==> config.mk <==
export PLATFORM = sky130hd
export DESIGN_NAME = branch_resolve_unit
export DESIGN_NICKNAME = d
export VERILOG_FILES = /design/src/rtl/branch_resolve_unit.sv
export SDC_FILE = /design/constraint.sdc
export NUM_CORES = 1
export LEC_CHECK = 0
export BUFFER_PORTS_ARGS = -buffer_cell sky130_fd_sc_hd__buf_2
export CAP_MARGIN = 20
export CORE_ASPECT_RATIO = 0.6
export CORE_MARGIN = 3
export CORE_UTILIZATION = 40
export DETAILED_ROUTE_END_ITERATION = 16
export PLACE_DENSITY = 0.55
export SLEW_MARGIN = 10
export SYNTH_ARGS = -nofsm -noshare
export SYNTH_HDL_FRONTEND = slang
export SYNTH_SLANG_ARGS = --single-unit
==> constraint.sdc <==
create_clock -name clk -period 7.2 [get_ports clk]
set_input_delay 1.44 -clock clk [delete_from_list [all_inputs] [get_ports clk]]
set_output_delay 1.44 -clock clk [all_outputs]
set_load 0.01 [all_outputs]
==> src/rtl/branch_resolve_unit.sv <==
// Branch resolution: in-order FIFO of fetch-time predictions, checked against EX outcomes.
// Produces fetch redirects, predictor training pulses and saturating performance counters.
module branch_resolve_unit #(
    parameter int DEPTH        = 4,
    parameter int TARGET_WIDTH = 32,
    parameter int CNT_WIDTH    = 32
) (
    input  logic                    clk,
    input  logic                    rst,
    input  logic                    fetchValid,
    input  logic [31:0]             fetchPc,
    input  logic                    fetchHit,
    input  logic [TARGET_WIDTH-1:0] fetchTarget,
    output logic                    fetchReady,
    input  logic                    exValid,
    input  logic                    exBranch,
    input  logic                    exTaken,
    input  logic [TARGET_WIDTH-1:0] exTarget,
    output logic                    redirectValid,
    output logic [31:0]             redirectPc,
    output logic                    updBranch,
    output logic                    updTaken,
    output logic [31:0]             updPc,
    output logic [TARGET_WIDTH-1:0] updTarget,
    output logic [CNT_WIDTH-1:0]    branchCnt,
    output logic [CNT_WIDTH-1:0]    mispredCnt,
    output logic                    underflowErr
);

    localparam int PTR_W = $clog2(DEPTH);
    localparam int OCC_W = PTR_W + 1;
    localparam logic [PTR_W-1:0]     PTR_ONE  = PTR_W'(1);
    localparam logic [OCC_W-1:0]     OCC_ONE  = OCC_W'(1);
    localparam logic [OCC_W-1:0]     OCC_FULL = OCC_W'(DEPTH);
    localparam logic [CNT_WIDTH-1:0] CNT_ONE  = CNT_WIDTH'(1);
    localparam logic [CNT_WIDTH-1:0] CNT_MAX  = {CNT_WIDTH{1'b1}};

    function automatic logic [CNT_WIDTH-1:0] sat_inc(input logic [CNT_WIDTH-1:0] v);
        if (v == CNT_MAX) begin
            sat_inc = v;
        end else begin
            sat_inc = v + CNT_ONE;
        end
    endfunction

    logic [31:0]             pc_mem_q  [DEPTH];
    logic                    tkn_mem_q [DEPTH];
    logic [TARGET_WIDTH-1:0] tgt_mem_q [DEPTH];

    logic [PTR_W-1:0] wr_ptr_q, wr_ptr_d, rd_ptr_q, rd_ptr_d;
    logic [OCC_W-1:0] count_q, count_d;

    logic                    redirect_valid_q, redirect_valid_d;
    logic [31:0]             redirect_pc_q, redirect_pc_d;
    logic                    upd_branch_q, upd_branch_d;
    logic                    upd_taken_q, upd_taken_d;
    logic [31:0]             upd_pc_q, upd_pc_d;
    logic [TARGET_WIDTH-1:0] upd_target_q, upd_target_d;
    logic [CNT_WIDTH-1:0]    branch_cnt_q, branch_cnt_d;
    logic [CNT_WIDTH-1:0]    mispred_cnt_q, mispred_cnt_d;
    logic                    underflow_q, underflow_d;

    logic                    full_s, empty_s, push_s, pop_s, mispred_s;
    logic [31:0]             head_pc_s;
    logic                    head_tkn_s;
    logic [TARGET_WIDTH-1:0] head_tgt_s;

    assign full_s     = (count_q == OCC_FULL);
    assign empty_s    = (count_q == {OCC_W{1'b0}});
    assign fetchReady = !full_s | exValid;
    assign push_s     = fetchValid & fetchReady & !redirect_valid_q;
    assign pop_s      = exValid & !empty_s;
    assign head_pc_s  = pc_mem_q[rd_ptr_q];
    assign head_tkn_s = tkn_mem_q[rd_ptr_q];
    assign head_tgt_s = tgt_mem_q[rd_ptr_q];

    // Mispredict detection for the entry being popped.
    always_comb begin
        mispred_s = 1'b0;
        if (pop_s) begin
            if (exBranch) begin
                mispred_s = (head_tkn_s != exTaken) |
                            (exTaken & head_tkn_s & (head_tgt_s != exTarget));
            end else begin
                mispred_s = head_tkn_s;
            end
        end else begin
            mispred_s = 1'b0;
        end
    end

    // Pointer and occupancy next state; a mispredict flushes wrong-path entries and the same-cycle push.
    always_comb begin
        wr_ptr_d = wr_ptr_q;
        rd_ptr_d = rd_ptr_q;
        count_d  = count_q;
        if (mispred_s) begin
            wr_ptr_d = {PTR_W{1'b0}};
            rd_ptr_d = {PTR_W{1'b0}};
            count_d  = {OCC_W{1'b0}};
        end else begin
            if (push_s) begin
                wr_ptr_d = wr_ptr_q + PTR_ONE;
            end else begin
                wr_ptr_d = wr_ptr_q;
            end
            if (pop_s) begin
                rd_ptr_d = rd_ptr_q + PTR_ONE;
            end else begin
                rd_ptr_d = rd_ptr_q;
            end
            case ({push_s, pop_s})
                2'b10:   count_d = count_q + OCC_ONE;
                2'b01:   count_d = count_q - OCC_ONE;
                default: count_d = count_q;
            endcase
        end
    end

    // Redirect, training and counter next state.
    always_comb begin
        redirect_valid_d = mispred_s;
        redirect_pc_d    = 32'd0;
        upd_branch_d     = 1'b0;
        upd_taken_d      = 1'b0;
        upd_pc_d         = 32'd0;
        upd_target_d     = {TARGET_WIDTH{1'b0}};
        branch_cnt_d     = branch_cnt_q;
        mispred_cnt_d    = mispred_cnt_q;
        underflow_d      = underflow_q | (exValid & empty_s);
        if (mispred_s) begin
            if (exBranch & exTaken) begin
                redirect_pc_d = 32'(exTarget);
            end else begin
                redirect_pc_d = head_pc_s + 32'd4;
            end
            mispred_cnt_d = sat_inc(mispred_cnt_q);
        end else begin
            redirect_pc_d = 32'd0;
        end
        if (pop_s) begin
            upd_branch_d = exBranch;
            upd_taken_d  = exBranch & exTaken;
            upd_pc_d     = head_pc_s;
            upd_target_d = exTarget;
            if (exBranch) begin
                branch_cnt_d = sat_inc(branch_cnt_q);
            end else begin
                branch_cnt_d = branch_cnt_q;
            end
        end else begin
            upd_branch_d = 1'b0;
        end
    end

    // Prediction storage; only the write slot changes on an accepted push.
    always_ff @(posedge clk or negedge rst) begin
        if (!rst) begin
            for (int i = 0; i < DEPTH; i++) begin
                pc_mem_q[i]  <= 32'd0;
                tkn_mem_q[i] <= 1'b0;
                tgt_mem_q[i] <= {TARGET_WIDTH{1'b0}};
            end
        end else if (push_s && !mispred_s) begin
            pc_mem_q[wr_ptr_q]  <= fetchPc;
            tkn_mem_q[wr_ptr_q] <= fetchHit;
            tgt_mem_q[wr_ptr_q] <= fetchTarget;
        end
    end

    // State and registered outputs.
    always_ff @(posedge clk or negedge rst) begin
        if (!rst) begin
            wr_ptr_q         <= {PTR_W{1'b0}};
            rd_ptr_q         <= {PTR_W{1'b0}};
            count_q          <= {OCC_W{1'b0}};
            redirect_valid_q <= 1'b0;
            redirect_pc_q    <= 32'd0;
            upd_branch_q     <= 1'b0;
            upd_taken_q      <= 1'b0;
            upd_pc_q         <= 32'd0;
            upd_target_q     <= {TARGET_WIDTH{1'b0}};
            branch_cnt_q     <= {CNT_WIDTH{1'b0}};
            mispred_cnt_q    <= {CNT_WIDTH{1'b0}};
            underflow_q      <= 1'b0;
        end else begin
            wr_ptr_q         <= wr_ptr_d;
            rd_ptr_q         <= rd_ptr_d;
            count_q          <= count_d;
            redirect_valid_q <= redirect_valid_d;
            redirect_pc_q    <= redirect_pc_d;
            upd_branch_q     <= upd_branch_d;
            upd_taken_q      <= upd_taken_d;
            upd_pc_q         <= upd_pc_d;
            upd_target_q     <= upd_target_d;
            branch_cnt_q     <= branch_cnt_d;
            mispred_cnt_q    <= mispred_cnt_d;
            underflow_q      <= underflow_d;
        end
    end

    assign redirectValid = redirect_valid_q;
    assign redirectPc    = redirect_pc_q;
    assign updBranch     = upd_branch_q;
    assign updTaken      = upd_taken_q;
    assign updPc         = upd_pc_q;
    assign updTarget     = upd_target_q;
    assign branchCnt     = branch_cnt_q;
    assign mispredCnt    = mispred_cnt_q;
    assign underflowErr  = underflow_q;

endmodule

==> After elaboration in Yosys (flattened, before gate mapping) <==
Cells that the tools add are included.
{ "op_classes": {"order_cmp": 3, "mux": 30, "addsub": 7, "bitwise": 14, "eq_ne": 7, "n_reduce_logical": 12} }
{ "ops": {"columns": ["cell", "count"], "rows": [
  ["$mux W32", 9],
  ["$bwmux W128", 2],
  ["$bmux W32 S2", 2],
  ["$add A32 B1 Y32 const B", 2],
  ["$demux W32 S2", 1],
  ["$eq A32 B32 Y1 const B", 2],
  ["$add A32 B3 Y32 const B", 1],
  ["$ne A32 B32 Y1", 1],
  ["$mux W2", 4],
  ["$and A1 B1 Y1", 7],
  ["$mux W1", 7],
  ["$ge A3 B3 Y1 const B", 2],
  ["$not A2 Y3", 2],
  ["$pmux W3 S2", 1],
  ["$add A2 B1 Y2 const B", 2],
  ["$bwmux W4", 1],
  ["$logic_not A1 Y1", 4],
  ["$reduce_bool A2 Y1", 2],
  ["$add A3 B1 Y3 const B", 1],
  ["$eq A3 B3 Y1 const B", 1],
  ["$logic_not A3 Y1", 1],
  ["$lt A3 B1 Y1 const B", 1],
  ["$mux W3", 1],
  ["$or A1 B1 Y1", 3],
  ["other kinds (11)", 13]
]} }
{ "totals": {"ff_bits": 431, "word_cells": 97} }

==> Depth between registers and ports, before layout <==
{ "depth": {"word_depth": 11, "mapped_depth": 13, "ltp_nobuf": 8} }

==> Worst setup path before layout <==
OpenSTA, ideal clock, no wires.
{ "synth_path": {"path_kind": "input-to-output", "from": "in exValid", "to": "out fetchReady", "setup_slack_ns": 3.662, "path_buffers": 0, "arrival_ns": 2.098, "t_required_ns": 5.760, "path_stages": 1, "cell_sequence": "or4b_2"} }
{ "synth_between": {"elab_chain_len": 1} }
{ "synth_lines": {"columns": ["element", "line", "text"], "rows": [
  ["start: declaration", "15", "input logic exValid,"],
  ["$or A1 B1 Y1", "70", "assign fetchReady = !full_s | exValid;"],
  ["end: declaration", "14", "output logic fetchReady,"]
]} }
No other way between the ends.

==> Worst setup path in the final report <==
{ "layout_path": {"from": "reg rd_ptr_q[0]", "to": "reg tgt_mem_q[22] (netlist name)"} }
{ "layout_between": {"elab_chain_len": 11} }
{ "layout_lines": {"columns": ["element", "line", "text"], "rows": [
  ["start: declaration", "50", "logic [PTR_W-1:0] wr_ptr_q, wr_ptr_d, rd_ptr_q, rd_ptr_d;"],
  ["start signal: assignment", "175", "rd_ptr_q <= {PTR_W{1'b0}};"],
  ["start signal: assignment", "188", "rd_ptr_q <= rd_ptr_d;"],
  ["$not A2 Y3 (not written as such) *", "74, 75", null],
  ["$bmux W32 S2 or $bmux W1 S2 (tied branches)", "75, 74", null],
  ["$mux W32 (not written as such) or $mux W1 (tied branches) (2 in a row)", "75, 74", null],
  ["$ne A32 B32 Y1 or $and A1 B1 Y1 (tied branches)", "83", "(exTaken & head_tkn_s & (head_tgt_s != exTarget));"],
  ["$and A1 B1 Y1", "83", null],
  ["$or A1 B1 Y1", "82", "mispred_s = (head_tkn_s != exTaken) |"],
  ["$mux W1 *", "81", "if (exBranch) begin"],
  ["$mux W1 *", "80", "if (pop_s) begin"],
  ["$logic_not A1 Y1 *", "164", "end else if (push_s && !mispred_s) begin"],
  ["$logic_and A1 B1 Y1 *", "164", null],
  ["end signal: indexed assignment", "162", "tgt_mem_q[i] <= {TARGET_WIDTH{1'b0}};"],
  ["end signal: indexed assignment", "167", "tgt_mem_q[wr_ptr_q] <= fetchTarget;"],
  ["end: declaration", "48", "logic [TARGET_WIDTH-1:0] tgt_mem_q [DEPTH];"]
]} }
Every way passes the cells marked *; elsewhere a longest branch is shown, timed or not. The select of a mux whose other input is x is not followed.
A chain may end at the register's enable or synchronous reset.

==> flow_summary.ini <==
[global_route]
first_global_vias = 12200
antenna_found_initial = 7
overflow = 0
grt_pass1_wl_mm = 78.5
grt_usage = 0.206
grt_start_max_net_pins = 172

[sta]
final.min_clock_period_ns = 4.96
report.final.hold_viol_count = 0
setup-tns-final_ns = 0
hold_ws_ns = 0.480
drv_slew = 0
timing.final.crit_share = 0.689
unrepaired_setup_endpoints_after_global_routing = false
slew_headroom = 0.239
setup_viol_count_final = 0
max_freq_mhz = 202
tightest_slew_ns = 1.14
fin_worst_skew_ns = 0.0366

[layout]
multi_input_comb_area_um2 = 7850
final_common_cell = sky130_fd_sc_hd__dfrtp_1
n_fill_cell = 4255
final_cell_count_no_fill = 2280
design_area_um2 = 22400
most-common-layout-cells = 429 x sky130_fd_sc_hd__dfrtp_1, 266 x sky130_fd_sc_hd__buf_2, 212 x sky130_fd_sc_hd__mux2_2
layout.nets = 1728
post_route_cells_drive_above_1_share = 0.386
layout-area-overhead-vs-synth_pct = 17.2
sequential_cell_area_um2 = 10800

[yosys]
syn-mean-instance-area_um2 = 14.0
synthesized_flop_and_latch_total = 431
seq_area_frac_synth = 0.565
syn_inst = 1362
ys_async_sr_fraction = 1.00
synth_cell_types = 44
mappedNetlistNets = 1474
ys_dominant_reg_cell = sky130_fd_sc_hd__dfrtp_1
total_standard_cell_area_after_synthesis_um2 = 19100
edff_count_synth = 0
number_of_synthesis_warnings = 0

[place]
hpwl_mm = 35.1
io_buffer_count = 267
postPlaceCellArea_um2 = 21000
dp_cells = 2201
gpl.final_weighted_congestion = 0.789

[cts]
clkTransAtPathRegs_ns = 0.06
cts.repair_timing.setup_buffer_count = 0
cts_tree = yes
clock_sinks = 431
postCtsResizedCells = 0
clk_path_buf_depth = 3
worst_skew_pair_latency_ns = 0.57
ctsRootBufferMaster = sky130_fd_sc_hd__clkbuf_16
ctsHtreeMaxLevel = 2
numCtsBuffers = 43
hold_buffers = 0

[routing]
wl_per_cell_um = 22.7
detailedRoute.firstPassIterationCount = 5
final_ant_viol_nets = 0
route.detailed.drc = 0
initialDrtViolationCount = 837
wirelength_mm = 51.8
vias = 12000
vias_per_cell = 5.26

[pwr]
power.ir.vdd_worst_mv = 0.180
internal-power_mw = 6.52
power.leakage_nw = 10.1
power.density_nw_per_um2 = 436
switching_power_mw = 3.23
combinationalPowerShare = 0.358
power.sequential.fraction = 0.410
p_clk_frac = 0.232
netSwitchingFraction = 0.331

[worst_setup_path]
crit_fanout = 65
critical_path.endpoint_type = register
timing_worst_setup_path_type = reg -> reg
worst_ep_arrival_time_ns = 5.38
timing.critical_path.from_type = register
critical_path_required_ns = 7.62

[die]
floorplan.initialDensity = 0.409
die-width_um = 288
die_height_um = 175
ioPinCount = 268
fp.coreArea_um2 = 46700
fp-row-count = 61
die_area_um2 = 50500

[hold_path]
hold_class = reg -> reg

[run]
max_cap_violations = 0

[run_status]
status = finished, final reports clean
through the flow:
| stage | utilization | total power [mW] | worst slack [ns] |
|---|---|---|---|
| after detailed placement | 0.449 | 7.56 | 2.17 |
| after CTS | 0.479 | 9.85 | 2.12 |
| final | 0.479 | 9.75 | 2.24 |
| after floorplan | - | 6.42 | 3.66 |
| after global placement | 0.449 | 7.47 | 2.17 |
| after global routing | 0.479 | 10.3 | 1.84 |
cell usage after synthesis (2+ instances only):
cell type	number	area [µm²]
sky130_fd_sc_hd__dfrtp_1	431	10800
sky130_fd_sc_hd__mux2_2	212	2390
sky130_fd_sc_hd__xnor2_1	75	657
sky130_fd_sc_hd__and2_1	71	444
sky130_fd_sc_hd__mux4_2	62	1400
sky130_fd_sc_hd__nor2_1	60	225
sky130_fd_sc_hd__nand2_1	55	206
sky130_fd_sc_hd__xor2_1	52	455
sky130_fd_sc_hd__mux2_1	50	563
sky130_fd_sc_hd__nand4_1	32	200
sky130_fd_sc_hd__nand3_1	31	155
sky130_fd_sc_hd__a211oi_1	28	210
sky130_fd_sc_hd__clkbuf_1	27	101
sky130_fd_sc_hd__and3_1	23	144
sky130_fd_sc_hd__buf_4	21	158
sky130_fd_sc_hd__nor3_1	19	95.1
sky130_fd_sc_hd__and4_1	17	149
sky130_fd_sc_hd__buf_2	14	70.1
sky130_fd_sc_hd__inv_1	10	37.5
sky130_fd_sc_hd__buf_6	9	101
sky130_fd_sc_hd__a21oi_1	8	40.0
sky130_fd_sc_hd__ha_1	8	100
sky130_fd_sc_hd__nor4_1	8	50.1
sky130_fd_sc_hd__mux2i_1	7	70.1
sky130_fd_sc_hd__or4_1	4	30.0
sky130_fd_sc_hd__o21ai_0	3	15.0
sky130_fd_sc_hd__or3_1	3	18.8
sky130_fd_sc_hd__a31oi_1	2	12.5
sky130_fd_sc_hd__buf_12	2	40.0
sky130_fd_sc_hd__nand2b_1	2	12.5
sky130_fd_sc_hd__nor2b_1	2	12.5
sky130_fd_sc_hd__nor3b_1	2	15.0
layout make-up:
type / instances / share of cell area
clock buffers: 63 / 0.0560
inverters: 10 / 0.00168
diodes: 4 / 0.000448
flip-flops and latches: 431 / 0.482
clock inverters: 12 / 0.00688
repair buffers: 282 / 0.0663
multi-input cells: 848 / 0.351
well taps: 630 / 0.0352
critical path, stage by stage, from the launching register on:
cell and delay, ns:
sky130_fd_sc_hd__dfrtp_4 1.05, sky130_fd_sc_hd__buf_4 0.55, sky130_fd_sc_hd__mux4_2 0.57, sky130_fd_sc_hd__xnor2_1 0.17
sky130_fd_sc_hd__nand4_1 0.16, sky130_fd_sc_hd__nor4_2 0.35, sky130_fd_sc_hd__nand3_1 0.12, sky130_fd_sc_hd__buf_4 0.28
sky130_fd_sc_hd__a21oi_4 0.18, sky130_fd_sc_hd__buf_4 0.87, sky130_fd_sc_hd__mux2_2 0.42
flip-flops by register name (all words and copies together), names as in the netlist:
name           cells
redirectPc        32
updPc             32
updTaken           1
tkn_mem_q          4
updTarget         32
mispredCnt        32
updBranch          1
count_q            3
rd_ptr_q           2
wr_ptr_q           2
underflowErr       1
redirectValid      1
branchCnt         32
tgt_mem_q        128
pc_mem_q         128
worst paths after layout:
kind | from | endpoint | slack [ns] | cells after the start
hold reg to reg | tgt_mem_q[109] | tgt_mem_q[109] | 0.48 | 1
setup / recovery | rd_ptr_q[0] | tgt_mem_q[22] | 2.24 | 10
setup reg to reg | rd_ptr_q[0] | tgt_mem_q[22] | 2.24 | 10
min in group asynchronous | rst | redirectPc[28] | 0.92 | 1
max in group asynchronous | rst | rd_ptr_q[0] | 4.80 | 2
hold / removal | tgt_mem_q[109] | tgt_mem_q[109] | 0.48 | 1
power groups by stage:
| stage | clock, mW | sequential (mW) | combinational, mW |
|---|---|---|---|
| finish | 2.26 | 4.00 | 3.49 |
| global route | 2.42 | 4.12 | 3.77 |
| CTS | 2.32 | 4.00 | 3.54 |
| detailed placement | 0 | 4.04 | 3.52 |
| global placement | 0 | 4.01 | 3.46 |
| floorplan | 0 | 3.89 | 2.53 |
metal layers:
layer	wire, µm	GRT usage	up-vias
met5	0	0	-
met4	1230	0.0578	0
met3	2410	0.0351	68
met2	23500	0.316	269
met1	24700	0.303	6279
li1	-	-	5372
kinds of logic (layout without fill, tap and decap cells):
| logic type | Yosys count | count (layout) | share of synthesized area |
|---|---|---|---|
| flops | 431 | 431 | 0.565 |
| simple gates | 336 | 336 | 0.0958 |
| mux | 331 | 331 | 0.231 |
| xor+xnor | 127 | 127 | 0.0583 |
| buf+inv | 83 | 367 | 0.0266 |
| compound gates | 45 | 45 | 0.0166 |
| fa+ha+maj | 9 | 9 | 0.00629 |
| other cells | 0 | 4 | 0 |
(Power assumes the default switching activity.)
